### src/rtl/madd_share_ctrl.sv
// madd_share_ctrl
// Time-shares one combinational approximate multiply-add datapath among
// N_REQ requesters. A round-robin arbiter accepts one operand, the operand is
// held on dp_in for a settle cycle, and the approximate result is captured.
// The result is compared with the exact a*b+c and returned with the requester
// ID and an error flag. Saturating error statistics are kept for run-time
// characterisation of the approximation.

module madd_share_ctrl #(
    parameter int N_REQ = 4,
    parameter int ET    = 1,
    parameter int CNT_W = 8
) (
    input  logic                 clk,
    input  logic                 rst,
    input  logic [N_REQ-1:0]     req_valid,
    output logic [N_REQ-1:0]     req_ready,
    input  logic [6*N_REQ-1:0]   req_opnd,
    output logic                 rsp_valid,
    input  logic                 rsp_ready,
    output logic [2:0]           rsp_id,
    output logic [3:0]           rsp_data,
    output logic                 rsp_err,
    output logic [5:0]           dp_in,
    input  logic [3:0]           dp_out,
    input  logic                 clr_stats,
    output logic [CNT_W-1:0]     err_cnt,
    output logic [3:0]           err_max
);

    localparam logic [1:0] S_IDLE    = 2'd0;
    localparam logic [1:0] S_ISSUE   = 2'd1;
    localparam logic [1:0] S_CAPTURE = 2'd2;
    localparam logic [1:0] S_RESP    = 2'd3;

    // Exact reference result: a*b + c with a=op[1:0], b=op[3:2], c=op[5:4].
    function automatic logic [3:0] exact_madd(input logic [5:0] op);
        return ({2'b00, op[1:0]} * {2'b00, op[3:2]}) + {2'b00, op[5:4]};
    endfunction

    // |approx - exact| formed at 5 bits, clamped to the 4-bit statistic range.
    function automatic logic [3:0] abs_diff_clamp(input logic [3:0] approx,
                                                  input logic [3:0] exact);
        logic [4:0] d;
        if (approx >= exact) begin
            d = {1'b0, approx} - {1'b0, exact};
        end else begin
            d = {1'b0, exact} - {1'b0, approx};
        end
        if (d > 5'd15) begin
            return 4'd15;
        end
        return d[3:0];
    endfunction

    // Error counter sticks at its all-ones value.
    function automatic logic [CNT_W-1:0] sat_inc(input logic [CNT_W-1:0] cnt);
        if (&cnt) begin
            return cnt;
        end
        return cnt + CNT_W'(1);
    endfunction

    logic [1:0]       state_q, state_d;
    logic [2:0]       last_q, last_d;
    logic [2:0]       id_q, id_d;
    logic [3:0]       data_q, data_d;
    logic             err_q, err_d;
    logic [5:0]       dp_q, dp_d;
    logic [CNT_W-1:0] cnt_q, cnt_d;
    logic [3:0]       max_q, max_d;

    logic             grant_hit;
    logic [2:0]       grant_idx;
    logic [5:0]       grant_opnd;
    logic [3:0]       exact_now;
    logic [3:0]       absd_now;
    logic             err_now;

    // Round-robin pick: first asserted request strictly after last_q, wrapping.
    always_comb begin
        logic [2*N_REQ-1:0] dbl;
        logic [N_REQ-1:0]   rot;
        int                 off;
        dbl       = {req_valid, req_valid};
        rot       = N_REQ'(dbl >> (int'(last_q) + 1));
        off       = 0;
        grant_hit = |req_valid;
        for (int k = N_REQ - 1; k >= 0; k--) begin
            if (rot[k]) begin
                off = k;
            end
        end
        grant_idx  = 3'((int'(last_q) + 1 + off) % N_REQ);
        grant_opnd = 6'(req_opnd >> (6 * int'(grant_idx)));
    end

    // Compare the datapath result against the exact value.
    always_comb begin
        exact_now = exact_madd(dp_q);
        absd_now  = abs_diff_clamp(dp_out, exact_now);
        err_now   = int'(absd_now) > ET;
    end

    // Grant is visible only while idle and out of reset; response valid in RESP.
    always_comb begin
        req_ready = '0;
        if (state_q == S_IDLE && grant_hit && !rst) begin
            req_ready = N_REQ'(1) << grant_idx;
        end
        rsp_valid = (state_q == S_RESP);
        rsp_id    = id_q;
        rsp_data  = data_q;
        rsp_err   = err_q;
        dp_in     = dp_q;
        err_cnt   = cnt_q;
        err_max   = max_q;
    end

    // Transaction sequencing and statistics next-state.
    always_comb begin
        state_d = state_q;
        last_d  = last_q;
        id_d    = id_q;
        data_d  = data_q;
        err_d   = err_q;
        dp_d    = dp_q;
        cnt_d   = cnt_q;
        max_d   = max_q;
        case (state_q)
            S_IDLE: begin
                if (grant_hit) begin
                    dp_d    = grant_opnd;
                    id_d    = grant_idx;
                    last_d  = grant_idx;
                    state_d = S_ISSUE;
                end
            end
            S_ISSUE: begin
                // dp_in settles on the shared datapath for one cycle.
                state_d = S_CAPTURE;
            end
            S_CAPTURE: begin
                data_d = dp_out;
                err_d  = err_now;
                if (err_now) begin
                    cnt_d = sat_inc(cnt_q);
                end
                if (absd_now > max_q) begin
                    max_d = absd_now;
                end
                state_d = S_RESP;
            end
            default: begin
                if (rsp_ready) begin
                    state_d = S_IDLE;
                end
            end
        endcase
        // A clear wins over, and discards, a same-cycle capture update.
        if (clr_stats) begin
            cnt_d = '0;
            max_d = '0;
        end
    end

    // State registers; reset aborts any transaction and restarts at requester 0.
    always_ff @(posedge clk or posedge rst) begin
        if (rst) begin
            state_q <= S_IDLE;
            last_q  <= 3'(N_REQ - 1);
            id_q    <= '0;
            data_q  <= '0;
            err_q   <= 1'b0;
            dp_q    <= '0;
            cnt_q   <= '0;
            max_q   <= '0;
        end else begin
            state_q <= state_d;
            last_q  <= last_d;
            id_q    <= id_d;
            data_q  <= data_d;
            err_q   <= err_d;
            dp_q    <= dp_d;
            cnt_q   <= cnt_d;
            max_q   <= max_d;
        end
    end

endmodule

### config.mk
export PLATFORM = sky130hd
export DESIGN_NAME = madd_share_ctrl
export DESIGN_NICKNAME = d
export VERILOG_FILES = /design/src/rtl/madd_share_ctrl.sv
export SDC_FILE = /design/constraint.sdc
export NUM_CORES = 1
export LEC_CHECK = 0
export CAP_MARGIN = 20
export CORE_MARGIN = 2
export CORE_UTILIZATION = 35
export CTS_CLUSTER_SIZE = 16
export DETAILED_ROUTE_END_ITERATION = 6
export HOLD_SLACK_MARGIN = 0.08
export PLACE_DENSITY = 0.66
export SYNTH_ARGS = -nofsm -noshare
export SYNTH_HDL_FRONTEND = slang
export SYNTH_SLANG_ARGS = --single-unit
### constraint.sdc
create_clock -name clk -period 5.91 [get_ports clk]
set_clock_uncertainty 0.1 [all_clocks]
set_input_delay 1.182 -clock clk [delete_from_list [all_inputs] [get_ports clk]]
set_output_delay 1.182 -clock clk [all_outputs]
set_load 0.01 [all_outputs]
Word level (Yosys, flattened, before mapping)
Index checks and enable logic that the tools add are counted.
- add/sub/neg operators: 6
- multipliers: 2
- $lt $le $gt $ge: 4
- equality and inequality tests: 5
- shift operators: 3
- multiplexer cells: 22
- bitwise operators: 1
- reductions and logical operators: 15
- operators by type and width (kind ; number):
    $mux 32 ; 3
    $add 5x32->32 ; 1
    $mux 8 ; 4
    $shr 8x32->4 ; 1
    $mux 4 ; 6
    $shr 24x6->6 ; 1
    $sub 4x4->5 ; 2
    $add 8x1->8 const B ; 1
    $reduce_and 8->1 ; 1
    $mux 2 ; 3
    $pmux 2 s3 ; 1
    $reduce_and 2->1 ; 3
    $reduce_bool 2->1 ; 3
    $gt 5x4->1 const B ; 1
    $mul 2x3->5 const A ; 1
    $mux 5 ; 1
    $add 3x1->4 const B ; 1
    $add 4x2->4 ; 1
    $eq 2x2->1 const B ; 2
    $ge 4x4->1 ; 1
    $gt 4x1->1 const B ; 1
    $gt 4x4->1 ; 1
    $mul 2x2->4 ; 1
    $mux 1 ; 4
    12 further kinds ; 13
- bits in registers: 31
- input port bits: 36
- output and inout bits: 31

Depth between registers and ports, before layout
Gate-level depths: netlist (run 1).
- word-level depth: 14
- mapped depth: 19
- depth with buffers taken out: 18

Worst setup path before layout (run 1)
Ideal clock, no wire load.
- kind: register -> register
- from: register dp_q[0] (netlist: dp_in[0])
- to: register max_q[0] (netlist: err_max[0])
- arrival: 4239 ps
- path slack: 1493 ps
- stages on the path, launching flop included: 19
- buffers on the path: 1
- period minus slack after synthesis: 4417 ps
- path through: dfrtp_1 > and2_1 > fa_1 > ha_1 > inv_1 > fa_1 > inv_1 > ha_1 > buf_6 > and3_4 > a221oi_4 > o21ai_0 > o21a_1 > ha_1 > o211ai_1 > a31oi_1 > o221ai_2 > or2_2 > a21oi_1
- word-level cells in the longest chain between the ends: 10
- elaborated cells between the ends (all ways): 15
- classes of those cells: add/sub (3); mul (1); order compare (3); mux (6); reduce/logical (2)
- ends and longest elaborated chain (element ; RTL line ; source):
    from (decl) ; 69 ; logic [5:0] dp_q, dp_d;
    from (signal assigned) ; 184 ; dp_q <= dp_d;
    $mul 2x2->4 * ; 38 ; return ({2'b00, op[1:0]} * {2'b00, op[3:2]}) + {2'b00, op[5:4]};
    $add 4x2->4 * ; 38 ;
    $sub 4x4->5 (tied with other cells) ; 48 ; d = {1'b0, exact} - {1'b0, approx};
    $mux 5 * ; 45 ; if (approx >= exact) begin
    $gt 5x4->1 ; 50 ; if (d > 5'd15) begin
    $mux 1 ; 50 ;
    $mux 4 * ; 53 ; return d[3:0];
    $gt 4x4->1 / $mux 4 (equally long branches) ; 149 ; if (absd_now > max_q) begin
    $reduce_bool 2->1 (no source line) / $mux 4 (equally long branches) ; n/a ;
    $reduce_and 2->1 (no source line) / $mux 4 (equally long branches) ; n/a ;
    to (signal assigned) ; 186 ; max_q <= max_d;
    to (decl) ; 71 ; logic [3:0] max_q, max_d;
Every way passes the cells marked *; elsewhere a longest branch is shown, timed or not. The select of a mux whose other input is x is not followed.
A chain may end at the register's enable or synchronous reset.

Worst setup path after layout (run 1)
- from: input req_valid[1]
- to: output req_ready[0]
- word-level cells in the longest chain between the ends: 10
- elaborated cells between the ends (all ways): 13
- classes of those cells: add/sub (1); shift (2); mux (5); bitwise (1); reduce/logical (4)
- ends and longest elaborated chain (element ; RTL line ; source):
    from (decl) ; 16 ; input logic [N_REQ-1:0] req_valid,
    $shr 8x32->4 ; 86 ; rot = N_REQ'(dbl >> (int'(last_q) + 1));
    $mux 2 ; 90 ; if (rot[k]) begin
    $mux 32 (3 in a row) ; 90 ;
    $add 5x32->32 ; 94 ; grant_idx = 3'((int'(last_q) + 1 + off) % N_REQ);
    $reduce_or 2->1 (no source line) ; n/a ;
    $and 1x1->1 (no source line) ; n/a ;
    $shl 1x3->4 ; 109 ; req_ready = N_REQ'(1) << grant_idx;
    $mux 4 * ; 108 ; if (state_q == S_IDLE && grant_hit && !rst) begin
    to (decl) ; 17 ; output logic [N_REQ-1:0] req_ready,
Every way passes the cells marked *; elsewhere a longest branch is shown, timed or not.

==> impl_metrics.json, run 1 <==
{
  "fin_util_pct": 48.6,
  "cts_setup_buffers": 0,
  "die_h_um": 87.5,
  "max_stage_delay_ns": 0.60,
  "antenna_cells": 0,
  "final_antenna_net_count": 0,
  "finalHoldViolCount": 0,
  "dp_hpwl_um": 4600,
  "cts_max_level": 2,
  "min_period_ns": 5.54,
  "vias": 2269,
  "power_density_nw_per_um2": 584,
  "area_delta_synth_final_pct": 34.6,
  "syn_area_per_cell_um2": 8.65,
  "worstSetupEndpointType": "output pin",
  "setup_tns_ns": 0,
  "synth_flop_cell": "dfrtp_1",
  "drive_gt1_share_pct": 8.93,
  "cts_hold_buf": 0,
  "timing.slew.headroom_pct": 58.2,
  "fmax_mhz": 180,
  "ys_warn_count": 0,
  "drcViolationCount": 0,
  "clockBufferDepth": 2,
  "drtPass1Iterations": 4,
  "nets": 407,
  "worstSetupStartpointType": "primary input",
  "max_cap_viol_count": 0,
  "cp_data_required_time_ns": 4.63,
  "cts-root-buf": "clkbuf_8",
  "synth-edff-count": 0,
  "min_path_type": "reg2reg",
  "synth_top_area_share_pct": 27.7,
  "fp-row-count": 30,
  "port_buffers": 65,
  "cts_resized": 0,
  "cts_sinks": 29,
  "seq_power_share_pct": 18.3,
  "ir_worst_vdd_mv": 0.375,
  "slowest_stage": "clkdlybuf4s50_1",
  "synthCells": 282,
  "criticalPathCategory": "in2out",
  "synth-seq-cells": 29,
  "yosysSeqAreaShare_pct": 29.8,
  "synth_area_um2": 2440,
  "core_area_um2": 6760,
  "cp_cell_sequence": "clkdlybuf4s50_1 > inv_1 > o21ai_0 > a21oi_1 > nor3_1 > a21oi_1 > ha_1 > xnor2_1 > xnor2_1 > nor3_1 > nor2_1 > nor4_1 > clkdlybuf4s50_1",
  "antenna_found_initial": 0,
  "dieArea_um2": 7650,
  "initial_utilization_pct": 36.1,
  "drt_iter0_markers": 66,
  "p_int_mw": 1.04,
  "finalCritPeriodShare_pct": 93.8,
  "synth_area_leaders": "dfrtp_1 (28%), ha_1 (11%), o21ai_0 (4.9%), inv_1 (3.7%), fa_1 (3.3%)",
  "viasPerCell": 5.31,
  "wire_per_inst_um": 13.5,
  "crit_fanout": 7,
  "rsz0062_at_grt": "no",
  "outcome": "finished clean",
  "synth_nets": 343,
  "synth.distinct_cells": 52,
  "yosys.area.top_type": "dfrtp_1",
  "layout_common_cells": "clkdlybuf4s50_1 (65), dfrtp_1 (27), inv_1 (24), o21ai_0 (24)",
  "cp.arrival_ns": 4.26,
  "pwr-share-comb_pct": 70.6,
  "final-max-slew-violation-count": 0,
  "drt-total-wl_um": 5780,
  "grt_usage_pct": 15.8,
  "cts_buffers": 5,
  "io_pins": 67,
  "cts_tree": "built",
  "power_switching_share_pct": 45.6,
  "worst_pin_slew_ns": 0.625,
  "grt_overflow_total": 0,
  "final_common_cell": "clkdlybuf4s50_1",
  "power_leakage_nw": 1.43,
  "die_x_um": 87.5,
  "grt_pass1_vias": 2109,
  "async_flop_share_pct": 100,
  "clkPwrFrac_pct": 11.1,
  "grt_max_degree": 22,
  "grt_pass1_wl_um": 9580,
  "place.gp.congestion": 0.791,
  "finalSetupViolations": 0,
  "clk_pin_slew_ns": 0.07,
  "p_switching_mw": 0.876,
  "clock_latency_ns": 0.28
}
-- metal layers --
layer	part of all wire (%)	global-route usage, %
met1	45	19.3
met4	1.1	3.78
met3	9.3	6.73
met2	44	25.6
met5	0	0
-- Yosys cell counts, types with 4 or more instances --
cell	n
a211oi_1	6
mux2_2	7
and2_1	4
xnor2_1	6
mux2i_1	4
fa_1	4
nor2_1	17
nor2b_1	6
ha_1	21
nor4_1	5
o21ai_0	24
and3_1	12
clkbuf_1	4
o31ai_1	9
dfrtp_1	27
buf_2	4
inv_1	24
nand3_1	10
nor3_1	7
a21oi_1	11
nand2_1	21
-- cells by family after synthesis --
| logic type | count (synthesis) | synth area share [%] |
|---|---|---|
| other cells | 1 | 0.154 |
| compound gates | 74 | 20.6 |
| simple gates | 101 | 21.9 |
| fa+ha+maj | 25 | 14.1 |
| buf+inv | 35 | 6.36 |
| mux | 11 | 4.87 |
| flops | 29 | 29.8 |
| xor+xnor | 6 | 2.15 |
-- worst max-delay path, delay by kind of cell --
kind                     cells  cell delay, ns
adder cells (fa/ha/maj)      1            0.19
XOR/XNOR                     2            0.38
buffers and inverters        3            1.20
AND/OR/NAND/NOR              4            0.99
AO/OA/AOI/OAI                3            0.30
-- power groups by stage --
stage | clock [mW] | sequential [mW] | combinational (mW)
6_report | 0.213 | 0.350 | 1.35
5_1_grt | 0.231 | 0.362 | 1.52
4_1_cts | 0.219 | 0.351 | 1.36
3_5_place_dp | 0 | 0.352 | 1.36
3_3_place_gp | 0 | 0.350 | 1.32
2_1_floorplan | 0 | 0.360 | 0.977
-- path summary, 6_finish.rpt --
path / startpoint / slack (ns) / end / cells after the start
hold / removal: rsp_id[0] / 0.38 / rsp_id[0] / 2
setup / recovery: req_valid[1] / 0.37 / req_ready[0] / 13
setup reg to reg: dp_in[0] / 1.20 / err_max[0] / 17
max in group asynchronous: rst / 3.89 / err_max[1] / 3
min in group asynchronous: rst / 1.31 / rsp_id[0] / 2
hold reg to reg: rsp_id[0] / 0.38 / rsp_id[0] / 2
-- layout make-up --
type,count,area (µm²)
Inverter,24,90.1
Timing Repair Buffer,68,693
Clock inverter,1,30.0
Sequential cell,29,728
Clock buffer,7,86.3
Multi-Input combinational cell,218,1560
Tap cell,80,100
Fill cell,643,3470
-- through the flow --
| stage | cells | total power [mW] | hold slack, ns | setup WS (ns) | instance area [µm²] |
|---|---|---|---|---|---|
| 2_1_floorplan | 282 | 1.34 | 0.415 | 1.49 | 2440 |
| 3_5_place_dp | 419 | 1.71 | 0.367 | 0.442 | 3170 |
| 6_report | 427 | 1.92 | 0.381 | 0.368 | 3280 |
| 3_3_place_gp | 418 | 1.68 | 0.366 | 0.517 | 3140 |
| 4_1_cts | 427 | 1.93 | 0.384 | 0.405 | 3280 |
| 5_1_grt | 427 | 2.12 | 0.406 | 0.0821 | 3280 |
-- state kept, by name (all words and copies together) (netlist names) --
register  flops
err_cnt       8
last_q        2
state_q       2
dp_in         6
rsp_data      4
rsp_err       1
rsp_id        2
err_max       4
(Power assumes the default switching activity.)
==> inputs of run 2 (changes only) <==
- HOLD_SLACK_MARGIN: 0.08 -> 0.12
==> results of run 2 <==
No change in the layout: final DEF, timing and power equal those of run 1.
